`src/rtl/mc_pkg.sv`:
```
// Shared multi-cycle CPU definitions: FSM state codes, opcode constants and the
// control-field encodings used by the controller, datapath and ALU decoder.
package mc_pkg;

  typedef enum logic [3:0] {
    StIdle   = 4'd0,
    StFetch  = 4'd1,
    StDecode = 4'd2,
    StMemAdr = 4'd3,
    StMemRd  = 4'd4,
    StMemWb  = 4'd5,
    StMemWr  = 4'd6,
    StExec   = 4'd7,
    StAluWb  = 4'd8,
    StBranch = 4'd9,
    StImmEx  = 4'd10,
    StImmWb  = 4'd11,
    StJump   = 4'd12,
    StJal    = 4'd13,
    StHalt   = 4'd14
  } state_e;

  // Opcodes, instruction[31:26]
  localparam logic [5:0] OpRtype = 6'b000000;
  localparam logic [5:0] OpJ     = 6'b000010;
  localparam logic [5:0] OpJal   = 6'b000011;
  localparam logic [5:0] OpBeq   = 6'b000100;
  localparam logic [5:0] OpBne   = 6'b000101;
  localparam logic [5:0] OpAddi  = 6'b001000;
  localparam logic [5:0] OpAndi  = 6'b001100;
  localparam logic [5:0] OpOri   = 6'b001101;
  localparam logic [5:0] OpLw    = 6'b100011;
  localparam logic [5:0] OpSw    = 6'b101011;

  // alu_op
  localparam logic [2:0] AluAdd   = 3'b000;
  localparam logic [2:0] AluSub   = 3'b001;
  localparam logic [2:0] AluFunct = 3'b010;
  localparam logic [2:0] AluAnd   = 3'b011;
  localparam logic [2:0] AluOr    = 3'b100;

  // pc_src
  localparam logic [1:0] PcAlu    = 2'b00;
  localparam logic [1:0] PcAluOut = 2'b01;
  localparam logic [1:0] PcJump   = 2'b10;

  // reg_dst
  localparam logic [1:0] DstRt = 2'b00;
  localparam logic [1:0] DstRd = 2'b01;
  localparam logic [1:0] DstRa = 2'b10;

  // mem_to_reg
  localparam logic [1:0] WbAluOut = 2'b00;
  localparam logic [1:0] WbMdr    = 2'b01;
  localparam logic [1:0] WbPc     = 2'b10;

  // alu_src_b
  localparam logic [1:0] SrcbReg   = 2'b00;
  localparam logic [1:0] SrcbFour  = 2'b01;
  localparam logic [1:0] SrcbImm   = 2'b10;
  localparam logic [1:0] SrcbBrOff = 2'b11;

endpackage

```
`src/rtl/mc_control_fsm.sv`:
```
// Multi-cycle CPU control FSM. Registered state, outputs decoded from state;
// the memory strobes in FETCH follow mem_ready combinationally.
// Ports:
//   clk, rst_n (sync, active-low)  clock and reset
//   opcode, zero, mem_ready        instruction opcode, ALU zero flag, memory done
//   state                          current state code
//   iord .. alu_op                 datapath control strobes and selects
//   pc_en                          combined PC load enable
//   illegal                        sticky undecoded-opcode flag
module mc_control_fsm
  import mc_pkg::*;
#(
  parameter bit EN_BNE        = 1'b1,
  parameter bit EN_JAL        = 1'b1,
  parameter bit EN_LOGIC_IMM  = 1'b1,
  parameter bit MEM_HANDSHAKE = 1'b1
) (
  input  logic       clk,
  input  logic       rst_n,
  input  logic [5:0] opcode,
  input  logic       zero,
  input  logic       mem_ready,
  output logic [3:0] state,
  output logic       iord,
  output logic       mem_read,
  output logic       mem_write,
  output logic       ir_write,
  output logic       pc_write,
  output logic       branch,
  output logic       pc_en,
  output logic [1:0] pc_src,
  output logic       reg_write,
  output logic [1:0] reg_dst,
  output logic [1:0] mem_to_reg,
  output logic       alu_src_a,
  output logic [1:0] alu_src_b,
  output logic       ext_zero,
  output logic [2:0] alu_op,
  output logic       illegal
);

  state_e     state_q, state_d;
  logic [5:0] op_q;
  logic       bne_q;
  logic       illegal_q;
  logic       rdy;

  assign rdy = MEM_HANDSHAKE ? mem_ready : 1'b1;

  always_ff @(posedge clk) begin
    if (!rst_n) begin
      state_q   <= StIdle;
      op_q      <= '0;
      bne_q     <= 1'b0;
      illegal_q <= 1'b0;
    end else begin
      state_q <= state_d;
      // Later states see the opcode of the decoded instruction, not the live bus
      if (state_q == StDecode) begin
        op_q  <= opcode;
        bne_q <= (opcode == OpBne) && EN_BNE;
      end
      if (state_d == StHalt) illegal_q <= 1'b1;
    end
  end

  always_comb begin
    state_d = state_q;
    case (state_q)
      StIdle:   state_d = StFetch;
      StFetch:  state_d = rdy ? StDecode : StFetch;
      StDecode: begin
        case (opcode)
          OpLw, OpSw:    state_d = StMemAdr;
          OpRtype:       state_d = StExec;
          OpBeq:         state_d = StBranch;
          OpBne:         state_d = EN_BNE ? StBranch : StHalt;
          OpAddi:        state_d = StImmEx;
          OpAndi, OpOri: state_d = EN_LOGIC_IMM ? StImmEx : StHalt;
          OpJ:           state_d = StJump;
          OpJal:         state_d = EN_JAL ? StJal : StHalt;
          default:       state_d = StHalt;
        endcase
      end
      StMemAdr: state_d = (op_q == OpSw) ? StMemWr : StMemRd;
      StMemRd:  state_d = rdy ? StMemWb : StMemRd;
      StMemWr:  state_d = rdy ? StFetch : StMemWr;
      StExec:   state_d = StAluWb;
      StImmEx:  state_d = StImmWb;
      StMemWb, StAluWb, StImmWb, StBranch, StJump, StJal: state_d = StFetch;
      StHalt:   state_d = StHalt;
      default:  state_d = StIdle;
    endcase
  end

  always_comb begin
    iord       = 1'b0;
    mem_read   = 1'b0;
    mem_write  = 1'b0;
    ir_write   = 1'b0;
    pc_write   = 1'b0;
    branch     = 1'b0;
    pc_src     = PcAlu;
    reg_write  = 1'b0;
    reg_dst    = DstRt;
    mem_to_reg = WbAluOut;
    alu_src_a  = 1'b0;
    alu_src_b  = SrcbReg;
    ext_zero   = 1'b0;
    alu_op     = AluAdd;
    case (state_q)
      StFetch: begin
        mem_read  = 1'b1;
        alu_src_b = SrcbFour;
        ir_write  = rdy;
        pc_write  = rdy;
      end
      StDecode: alu_src_b = SrcbBrOff;
      StMemAdr: begin
        alu_src_a = 1'b1;
        alu_src_b = SrcbImm;
      end
      StMemRd: begin
        iord     = 1'b1;
        mem_read = 1'b1;
      end
      StMemWb: begin
        reg_write  = 1'b1;
        mem_to_reg = WbMdr;
      end
      StMemWr: begin
        iord      = 1'b1;
        mem_write = 1'b1;
      end
      StExec: begin
        alu_src_a = 1'b1;
        alu_op    = AluFunct;
      end
      StAluWb: begin
        reg_write = 1'b1;
        reg_dst   = DstRd;
      end
      StBranch: begin
        alu_src_a = 1'b1;
        alu_op    = AluSub;
        branch    = 1'b1;
        pc_src    = PcAluOut;
      end
      StImmEx: begin
        alu_src_a = 1'b1;
        alu_src_b = SrcbImm;
        case (op_q)
          OpAndi: begin
            alu_op   = AluAnd;
            ext_zero = 1'b1;
          end
          OpOri: begin
            alu_op   = AluOr;
            ext_zero = 1'b1;
          end
          default: alu_op = AluAdd;
        endcase
      end
      StImmWb: reg_write = 1'b1;
      StJump: begin
        pc_write = 1'b1;
        pc_src   = PcJump;
      end
      StJal: begin
        reg_write  = 1'b1;
        reg_dst    = DstRa;
        mem_to_reg = WbPc;
        pc_write   = 1'b1;
        pc_src     = PcJump;
      end
      default: ;
    endcase
  end

  // bne_q inverts the sense of zero so one branch state serves beq and bne
  assign pc_en   = pc_write | (branch & (zero ^ bne_q));
  assign state   = state_q;
  assign illegal = illegal_q;

endmodule

```
`config.mk`:
```
export PLATFORM = sky130hd
export DESIGN_NAME = mc_control_fsm
export DESIGN_NICKNAME = d
export VERILOG_FILES = /design/src/rtl/mc_pkg.sv /design/src/rtl/mc_control_fsm.sv
export SDC_FILE = /design/constraint.sdc
export NUM_CORES = 1
export LEC_CHECK = 0
export ABC_AREA = 1
export BUFFER_PORTS_ARGS = -buffer_cell sky130_fd_sc_hd__buf_2
export CORE_MARGIN = 4
export CORE_UTILIZATION = 47
export DETAILED_ROUTE_END_ITERATION = 10
export PLACE_DENSITY = 0.85
export SETUP_SLACK_MARGIN = 0.3
export SYNTH_ARGS = -nofsm -noshare
export SYNTH_HDL_FRONTEND = slang
export SYNTH_SLANG_ARGS = --single-unit
```
`constraint.sdc`:
```
create_clock -name clk -period 1.85 [get_ports clk]
set_clock_uncertainty 0.15 [all_clocks]
set_input_delay 0.2775 -clock clk [delete_from_list [all_inputs] [get_ports clk]]
set_output_delay 0.2775 -clock clk [all_outputs]
set_load 0.005 [all_outputs]
```
==> results of run 1 <==
## cells by family (layout without fill, tap and decap cells)
logic type / after synthesis / after routing / share of synthesized area, %
simple gates: 90 / 90 / 45.28
compound gates: 26 / 26 / 16.11
buf+inv: 26 / 86 / 11.95
flops: 12 / 12 / 26.67
## worst reg2reg max path, delay by kind of cell, from the launching register on
kind | cells | cell delay (ns)
AO/OA/AOI/OAI | 1 | 0.13
buffers and inverters | 2 | 0.27
flip-flops | 1 | 0.37
AND/OR/NAND/NOR | 8 | 0.83
## worst max-delay path by stage
stage | startpoint | to | slack [ns] | cells after the start
after detailed placement | state[3] | alu_op[1] | 0.13 | 9
after global routing | state[3] | alu_op[0] | -0.19 | 9
after CTS | state[3] | alu_op[0] | 0.06 | 9
after floorplan | state[3] | alu_op[0] | 0.31 | 8
final | state[1] | alu_src_a | -0.13 | 5
after global placement | state[3] | alu_op[1] | 0.17 | 9
## metal layers
metal	track usage, %	share of wire [%]	vias up	wire length, µm
met2	47.46	46	144	2059
met4	9.170	7.6	0	336
met3	1.719	11	44	504
li1	-	-	614	-
met5	0	0	-	0
met1	25.92	35	654	1530
## sequential cells by signal, indices dropped and copies added (netlist names)
name,count
op_q,6
state,4
bne_q,1
illegal,1
## final cells by class
class / count / area [µm²] / area share [%]
Multi-Input combinational cell: 116 / 704.4 / 46.03
Tap cell: 25 / 31.28 / 2.044
Sequential cell: 12 / 255.2 / 16.68
Clock buffer: 4 / 36.28 / 2.371
Inverter: 24 / 105.1 / 6.868
Timing Repair Buffer: 58 / 397.9 / 26.00
## per-stage QoR
step | instance area, µm² | hold WS (ns) | TNS, ns
after global placement | 1100 | 0.2955 | 0
after floorplan | 900.9 | 0.2251 | 0
after detailed placement | 1100 | 0.3001 | 0
final | 1530 | 0.1267 | -0.5676
after CTS | 1294 | 0.1321 | 0
after global routing | 1530 | 0.1462 | -1.202
## where the power goes
group,internal [mW],switching (mW),total (mW)
Clock,0.120,0.104,0.224
Sequential,0.297,0.0482,0.345
Combinational,0.313,0.430,0.743
## cells in the final DEF, fill, tap and decap left out, drive strengths merged
| cell | synthesis | final |
|---|---|---|
| nand4 | 1 | 1 |
| nand3b | 1 | 1 |
| a21oi | 9 | 9 |
| a31o | 1 | 1 |
| o21a | 1 | 1 |
| or2 | 1 | 1 |
| clkbuf | 0 | 4 |
| nand3 | 14 | 14 |
| nor2 | 36 | 36 |
| nand2 | 32 | 32 |
| and2 | 1 | 1 |
| o22ai | 1 | 1 |
| dfxtp | 12 | 12 |
| o21ai | 14 | 14 |
| inv | 24 | 24 |
| nor3 | 4 | 4 |
| buf | 2 | 58 |
## Yosys cell counts
cell | instances | area (µm²)
nor2_2 | 4 | 25.02
nand2_2 | 1 | 6.260
nor3_1 | 4 | 20.02
nor2_8 | 1 | 20.02
o22ai_1 | 1 | 6.260
o21ai_0 | 13 | 65.06
o21ai_2 | 1 | 8.760
nand4_1 | 1 | 6.260
a21oi_2 | 1 | 8.760
nor2_4 | 1 | 11.26
a31o_2 | 1 | 8.760
o21a_1 | 1 | 7.510
a21oi_1 | 8 | 40.04
dfxtp_1 | 12 | 240.2
nand2_1 | 31 | 116.4
nand3b_1 | 1 | 7.510
nand3_1 | 14 | 70.07
and2_1 | 1 | 6.260
buf_4 | 2 | 15.01
inv_2 | 2 | 7.510
nor2_1 | 30 | 112.6
inv_1 | 21 | 78.83
or2_2 | 1 | 6.260
inv_4 | 1 | 6.260
## repair_timing
item                                    CTS  global route
buffers inserted                          9            13
gates cloned                              0             0
hold buffers                              0             0
resized for setup                        31            42
endpoints found under the setup margin   22            27
pin swaps                                 7            18
==> metrics.yaml, run 1 <==
cts.path.max_buffers: 2
synthCells: 154
setup_viol: 11
total_power_mw: 1.312
path_max_fanout: 5
relSlewSlack_pct: 79.81
grt_use_total_pct: 23.99
grt_start_max_net_pins: 11
cts.clk_slew.worst_paths_ns: 0.09
status: "finished, violations left"
drtIter0Drc: 97
yosysUniqueCellTypes: 24
hpwl_mm: 1.982
final-max-slew-violation-count: 0
critPathArrivalTime_ns: 1.55
rsz0062_at_grt: "true"
place_inst: 213
ant_nets: 0
crit_required_ns: 1.42
hold_class: "input port to register"
cpPeakStageDelay_ns: 0.37
place_congestion: 0.8986
die-area_um2: 2681
cpMaxStageDelayCell: "dfxtp_4"
worstHoldEndpoint: "op_q[4]"
power.density_nw_per_um2: 857.3
critPathCaptureType: "primary output"
grt_pass1_wl_mm: 5.050
r2r_slack_ns: 0.05
crit_chain: "buf_6, nor2_4, nor2_2, o21ai_0, buf_2"
ys_seq_area_share_pct: 26.67
wire_per_inst_um: 18.54
cts_made_buffers: 3
hold_start: "opcode[4]"
clock_sinks: 12
crit_path_start_kind: "register"
dr_total_vias: 1456
setup_ws_ns: -0.1279
coreArea_um2: 1764
fmax_mhz: 505.6
cp_num_buf_inv: 2
overflow: 0
post-route-min-period_ns: 1.978
antennaDiodeCount: 0
dieWidth_um: 51.78
crit-reg2reg-launch: "state[1]"
cap_violations: 0
avgSynthCellArea_um2: 5.850
synthesis.area_um2: 900.9
finalCritPeriodShare_pct: 106.9
antenna_found_initial: 0
utilization_pct: 86.74
boundaryPins: 36
reg2reg_depth: 11
drive_above_1_share_pct: 54.21
nFillCells: 81
p_leak_nw: 0.7743
via_per_inst: 6.092
ir_worst_vdd_mv: 0.6488
clk_latency_ns: 0.29
drc_errors: 0
floorplan.initialDensity_pct: 51.06
tritoncts: "built"
dieHeight_um: 51.78
area_delta_synth_final_pct: 69.86
worst_pin_slew_ns: 0.3018
r2r_end: "illegal"
grt_pass1_vias: 1197
hold_depth: 3
crit_family: "flip-flops"
rows: 15
fin_nets: 225
fin_cells: 239
ys_ff_latch: 12
path_class: "register to primary output"
syn_nets: 164
cts_root_buf: "clkbuf_4"
dr.pass1.iters: 5
hold_viol: 0
wl_mm: 4.430
dp_slack_ns: 0.1270
violations: "negative setup slack"
yosys_warnings: 0
port_buffers: 35
htree_levels: 1
Note: power is estimated with default switching activity, not from simulation.
==> inputs of run 2 (changes only) <==
- RECOVER_POWER: not set -> 50
==> run 2 against run 1 <==
  * Wire length about the same
  * Maximum frequency about the same
  * Sequential share of layout area is essentially flat
  * The run still ends with negative setup slack left
  * Total power is essentially flat
  * Sequential power about the same
  * Die area stayed put
  * First-iteration DRC count grew 3.1%
  * Non-clock buffer count unchanged
  * Worst setup slack gained 0.0018 ns
==> metrics.yaml, run 2 (synthesis gave the netlist of run 1 again) <==
status: "finished, violations left"
violations: "negative setup slack"
cts_root_buf: "clkbuf_4"
hold_class: "input port to register"
cts_made_buffers: 3
dieWidth_um: 51.78
overflow: 0
via_per_inst: 6.079
cts.clk_slew.worst_paths_ns: 0.09
crit_end: "alu_src_a"
wire_per_inst_um: 18.54
nFillCells: 82
setup_viol: 10
critPathLaunch: "state[1]"
reg2reg_depth: 11
port_buffers: 35
p_leak_nw: 0.7699
drtIter0Drc: 100
hold_viol: 0
place_congestion: 0.8986
setup_ws_ns: -0.1261
r2r_end: "illegal"
critPathCaptureType: "primary output"
clock_sinks: 12
grt_start_max_net_pins: 11
grt_pass1_vias: 1197
boundaryPins: 36
floorplan.initialDensity_pct: 51.06
wl_mm: 4.431
drive_above_1_share_pct: 53.74
fmax_mhz: 506.1
final-max-slew-violation-count: 0
cts.path.max_buffers: 2
dieHeight_um: 51.78
antennaDiodeCount: 0
rows: 15
relSlewSlack_pct: 79.80
top_register: "op_q"
crit-reg2reg-launch: "state[1]"
layout_commonest_cell: "buf_2"
grt_use_total_pct: 23.99
clk_latency_ns: 0.29
coreArea_um2: 1764
crit_path_start_kind: "register"
tritoncts: "built"
grt_pass1_wl_mm: 5.050
path_class: "register to primary output"
drc_errors: 0
holdWs_ns: 0.1284
post-route-min-period_ns: 1.976
critPathArrivalTime_ns: 1.55
power.density_nw_per_um2: 857.5
htree_levels: 1
largest_register_ffs: 6
final_cell_mix: "buf_2, nand2_1, nor2_1"
path_max_fanout: 5
fin_nets: 225
finalCritPeriodShare_pct: 106.8
die-area_um2: 2681
worst_pin_slew_ns: 0.3018
area_delta_synth_final_pct: 69.72
setup_tns_ns: -0.5478
hold_depth: 3
ant_nets: 0
hpwl_mm: 1.982
antenna_found_initial: 0
ir_worst_vdd_mv: 0.6488
rsz0062_at_grt: "true"
dr_total_vias: 1453
cap_violations: 0
r2r_slack_ns: 0.05
dr.pass1.iters: 5
crit_required_ns: 1.42
## run 2: cell types whose count changed in the layout (fill, tap and decap cells not counted)
cell / delta
buf_2: -1
clkbuf_1: +1
## run 2: what timing repair did
action,in CTS,in global routing
pin swaps,7,18
hold buffers,0,0
resized for setup,31,42
buffers inserted,9,13
endpoints found under the setup margin,22,27
## run 2: routing by layer
layer / up-vias / global-route usage, % / routed length, µm
met5: - / 0 / 0
met4: 0 / 9.170 / 334
met3: 43 / 1.719 / 495
met2: 144 / 47.46 / 2057
met1: 652 / 25.92 / 1543
li1: 614 / - / -
## run 2: worst min path at each step
stage	startpoint	to	slack, ns
after floorplan	rst_n	state[1]	0.23
after global placement	illegal	illegal	0.30
after detailed placement	illegal	illegal	0.30
after CTS	opcode[4]	op_q[4]	0.13
after global routing	rst_n	state[1]	0.15
final	opcode[4]	op_q[4]	0.13
## run 2: through the flow
| stage | area, µm² | instances | utilization [%] | setup WS (ns) | total power [mW] |
|---|---|---|---|---|---|
| 2_1_floorplan | 900.9 | 154 | - | 0.3090 | 0.5851 |
| 3_3_place_gp | 1100 | 213 | 62.34 | 0.1666 | 0.7039 |
| 3_5_place_dp | 1100 | 213 | 62.34 | 0.1270 | 0.7169 |
| 4_1_cts | 1294 | 226 | 73.33 | 0.06324 | 1.046 |
| 5_1_grt | 1529 | 239 | 86.67 | -0.1911 | 1.366 |
| 6_report | 1529 | 239 | 86.67 | -0.1261 | 1.311 |
## run 2: final cells by class
class | instances | area, µm² | share of cell area, %
flip-flops and latches | 12 | 255.2 | 16.69
clock buffers | 4 | 36.28 | 2.373
well taps | 25 | 31.28 | 2.046
multi-input cells | 116 | 704.4 | 46.07
repair buffers | 58 | 396.6 | 25.94
inverters | 24 | 105.1 | 6.874
## run 2: critical path: stages, from the launching register on
cell and delay [ns]:
dfxtp_4 0.37, buf_6 0.12, nor2_4 0.23, nor2_2 0.10, o21ai_0 0.26, buf_2 0.18
## run 2: where the power goes
part           leakage, nW  internal (mW)  switching, mW
sequential           0.100          0.297         0.0483
clock               0.0210          0.120          0.103
combinational        0.649          0.313          0.430
==> inputs of run 3 (changes only) <==
- ABC_AREA: 1 -> 0
- CORE_UTILIZATION: 47 -> 48
==> run 3 against run 2 <==
  * Wire length grew 23%
  * The flow still finishes with violations (negative setup slack)
  * Critical path depth is 1 lower
  * Maximum frequency fell by 1.4%
  * Critical path type unchanged
  * Hold slack gained 0.026 ns
  * Die area up 3.1%
==> metrics.yaml, run 3 <==
dieHeight_um: 52.57
violations: "negative setup slack"
cpPeakStageDelay_ns: 0.35
switchingPower_mw: 0.4827
tritoncts: "built"
ys_ff_latch: 12
critPathArrivalTime_ns: 1.58
drtIter0Drc: 159
place_inst: 183
via_per_inst: 6.890
layout_commonest_cell: "buf_2"
synth-edff-count: 0
yosys-top-cells-area: "dfxtp_1, nand2_1, a21boi_1"
floorplan.initialDensity_pct: 52.92
clock_sinks: 12
coreArea_um2: 1802
drc_errors: 0
clk_latency_ns: 0.29
ant_nets: 0
path_max_fanout: 3
crit_path_start_kind: "register"
rsz0062_at_grt: "true"
worst_pin_slew_ns: 0.5440
htree_levels: 1
hold_viol: 0
ir_worst_vdd_mv: 0.7224
cts_root_buf: "clkbuf_4"
crit_required_ns: 1.42
syn_nets: 138
final_cell_mix: "buf_2, buf_4, nand2_1"
avgSynthCellArea_um2: 7.449
pwr-share-clk_pct: 18.1
yosys_warnings: 0
dr_total_vias: 1509
critPathCaptureType: "primary output"
holdWs_ns: 0.1541
wire_per_inst_um: 24.80
setup_ws_ns: -0.1538
async_flop_share_pct: 0
drive_above_1_share_pct: 57.73
antennaDiodeCount: 0
cts.path.max_buffers: 2
wl_mm: 5.431
fmax_mhz: 499.1
finalCritPeriodShare_pct: 108.3
synthesis.area_um2: 953.4
multiInputGateArea_um2: 829.5
dieWidth_um: 52.57
nFillCells: 49
fin_cells: 219
grt_pass1_wl_mm: 4.961
yosys.area.top_type_share_pct: 25.20
top_register: "op_q"
r2r_slack_ns: 0.10
grt_pass1_vias: 1103
cp_num_buf_inv: 1
synth_flop_cell: "dfxtp_1"
place_congestion: 0.8644
largest_register_ffs: 6
yosysUniqueCellTypes: 44
grt_use_total_pct: 24.44
fin_nets: 205
swShare_pct: 39.52
cap_violations: 0
comb_power_share_pct: 56.0
p_int_mw: 0.7385
final-max-slew-violation-count: 0
pwr-share-seq_pct: 25.9
port_buffers: 35
cts.clk_slew.worst_paths_ns: 0.08
path_class: "register to primary output"
grt_start_max_net_pins: 15
relSlewSlack_pct: 63.40
die-area_um2: 2763
power.density_nw_per_um2: 714.0
boundaryPins: 36
post-route-min-period_ns: 2.004
area_delta_synth_final_pct: 79.40
antenna_found_initial: 0
overflow: 0
hold_class: "input port to register"
synthCells: 128
ys_seq_area_share_pct: 25.20
crit_family: "simple AND/OR/NAND/NOR gates"
synth.cells.most_frequent: "nand2_1, nor2_1, dfxtp_1"
cts_made_buffers: 3
dr.pass1.iters: 5
crit_chain: "nor2_2, nand4b_1, nor4_1, buf_2"
rows: 15
setup_tns_ns: -0.4525
register_area_um2: 254.0
setup_viol: 5
cpMaxStageDelayCell: "nor4_1"
p_leak_nw: 0.7672
synth.most_common_cell: "nand2_1"
synth_top_area_cell: "dfxtp_1"
status: "finished, violations left"
hpwl_mm: 1.934
run 3: timing repair:
| action | 4_1_cts | 5_1_grt |
|---|---|---|
| resized for setup | 27 | 39 |
| pin swaps | 7 | 15 |
| hold buffers | 0 | 0 |
| buffers inserted | 15 | 17 |
| setup endpoints to repair | 31 | 26 |
run 3: worst register-to-register path, delay by kind of cell (launching register included):
family          cells  cell delay (ns)
simple gates        2             0.33
flops               1             0.40
buf+inv             2             0.27
compound gates      2             0.54
run 3: metrics by stage:
stage               setup WS, ns  power, mW  cell area [µm²]  utilization (%)
finish                   -0.1538      1.221             1710            94.93
global route             -0.1937      1.250             1710            94.93
CTS                      0.06519     0.9390             1388            77.01
detailed placement       0.05024     0.6113             1137            63.13
global placement          0.1658     0.6023             1137            63.13
floorplan                 0.3067     0.5093            957.2                -
run 3: power by group through the flow:
| stage | sequential [mW] | clock [mW] | combinational, mW |
|---|---|---|---|
| after floorplan | 0.301 | 0 | 0.209 |
| after global placement | 0.321 | 0 | 0.281 |
| after detailed placement | 0.322 | 0 | 0.289 |
| after CTS | 0.315 | 0.216 | 0.408 |
| after global routing | 0.317 | 0.228 | 0.705 |
| final | 0.316 | 0.221 | 0.684 |
run 3: final cells by class:
class                      instances  share of cell area, %
multi-input combinational         99                  48.50
timing repair buffer              72                  31.16
sequential                        12                  14.85
clock buffer                       4                  2.121
tap                               25                  1.829
inverter                           7                  1.536
run 3: cell families after synthesis:
kind of cell / Yosys count / synth area share [%]
compound gates: 30 / 24.54
xor+xnor: 3 / 2.756
buf+inv: 17 / 9.317
flops: 12 / 25.20
mux: 1 / 1.050
simple gates: 65 / 37.14
run 3: path summary, 6_finish.rpt:
path	startpoint	to	cells after the start
hold reg to reg	bne_q	bne_q	2
setup / recovery	op_q[1]	alu_op[2]	4
setup reg to reg	state[0]	state[0]	6
hold / removal	opcode[1]	op_q[1]	3
run 3: per-layer routing:
layer,vias to the layer above,routed length [µm],global-route usage [%]
met2,174,2383,46.69
li1,587,-,-
met1,683,1785,26.64
met3,65,799,1.709
met4,0,463,11.49
met5,-,0,0
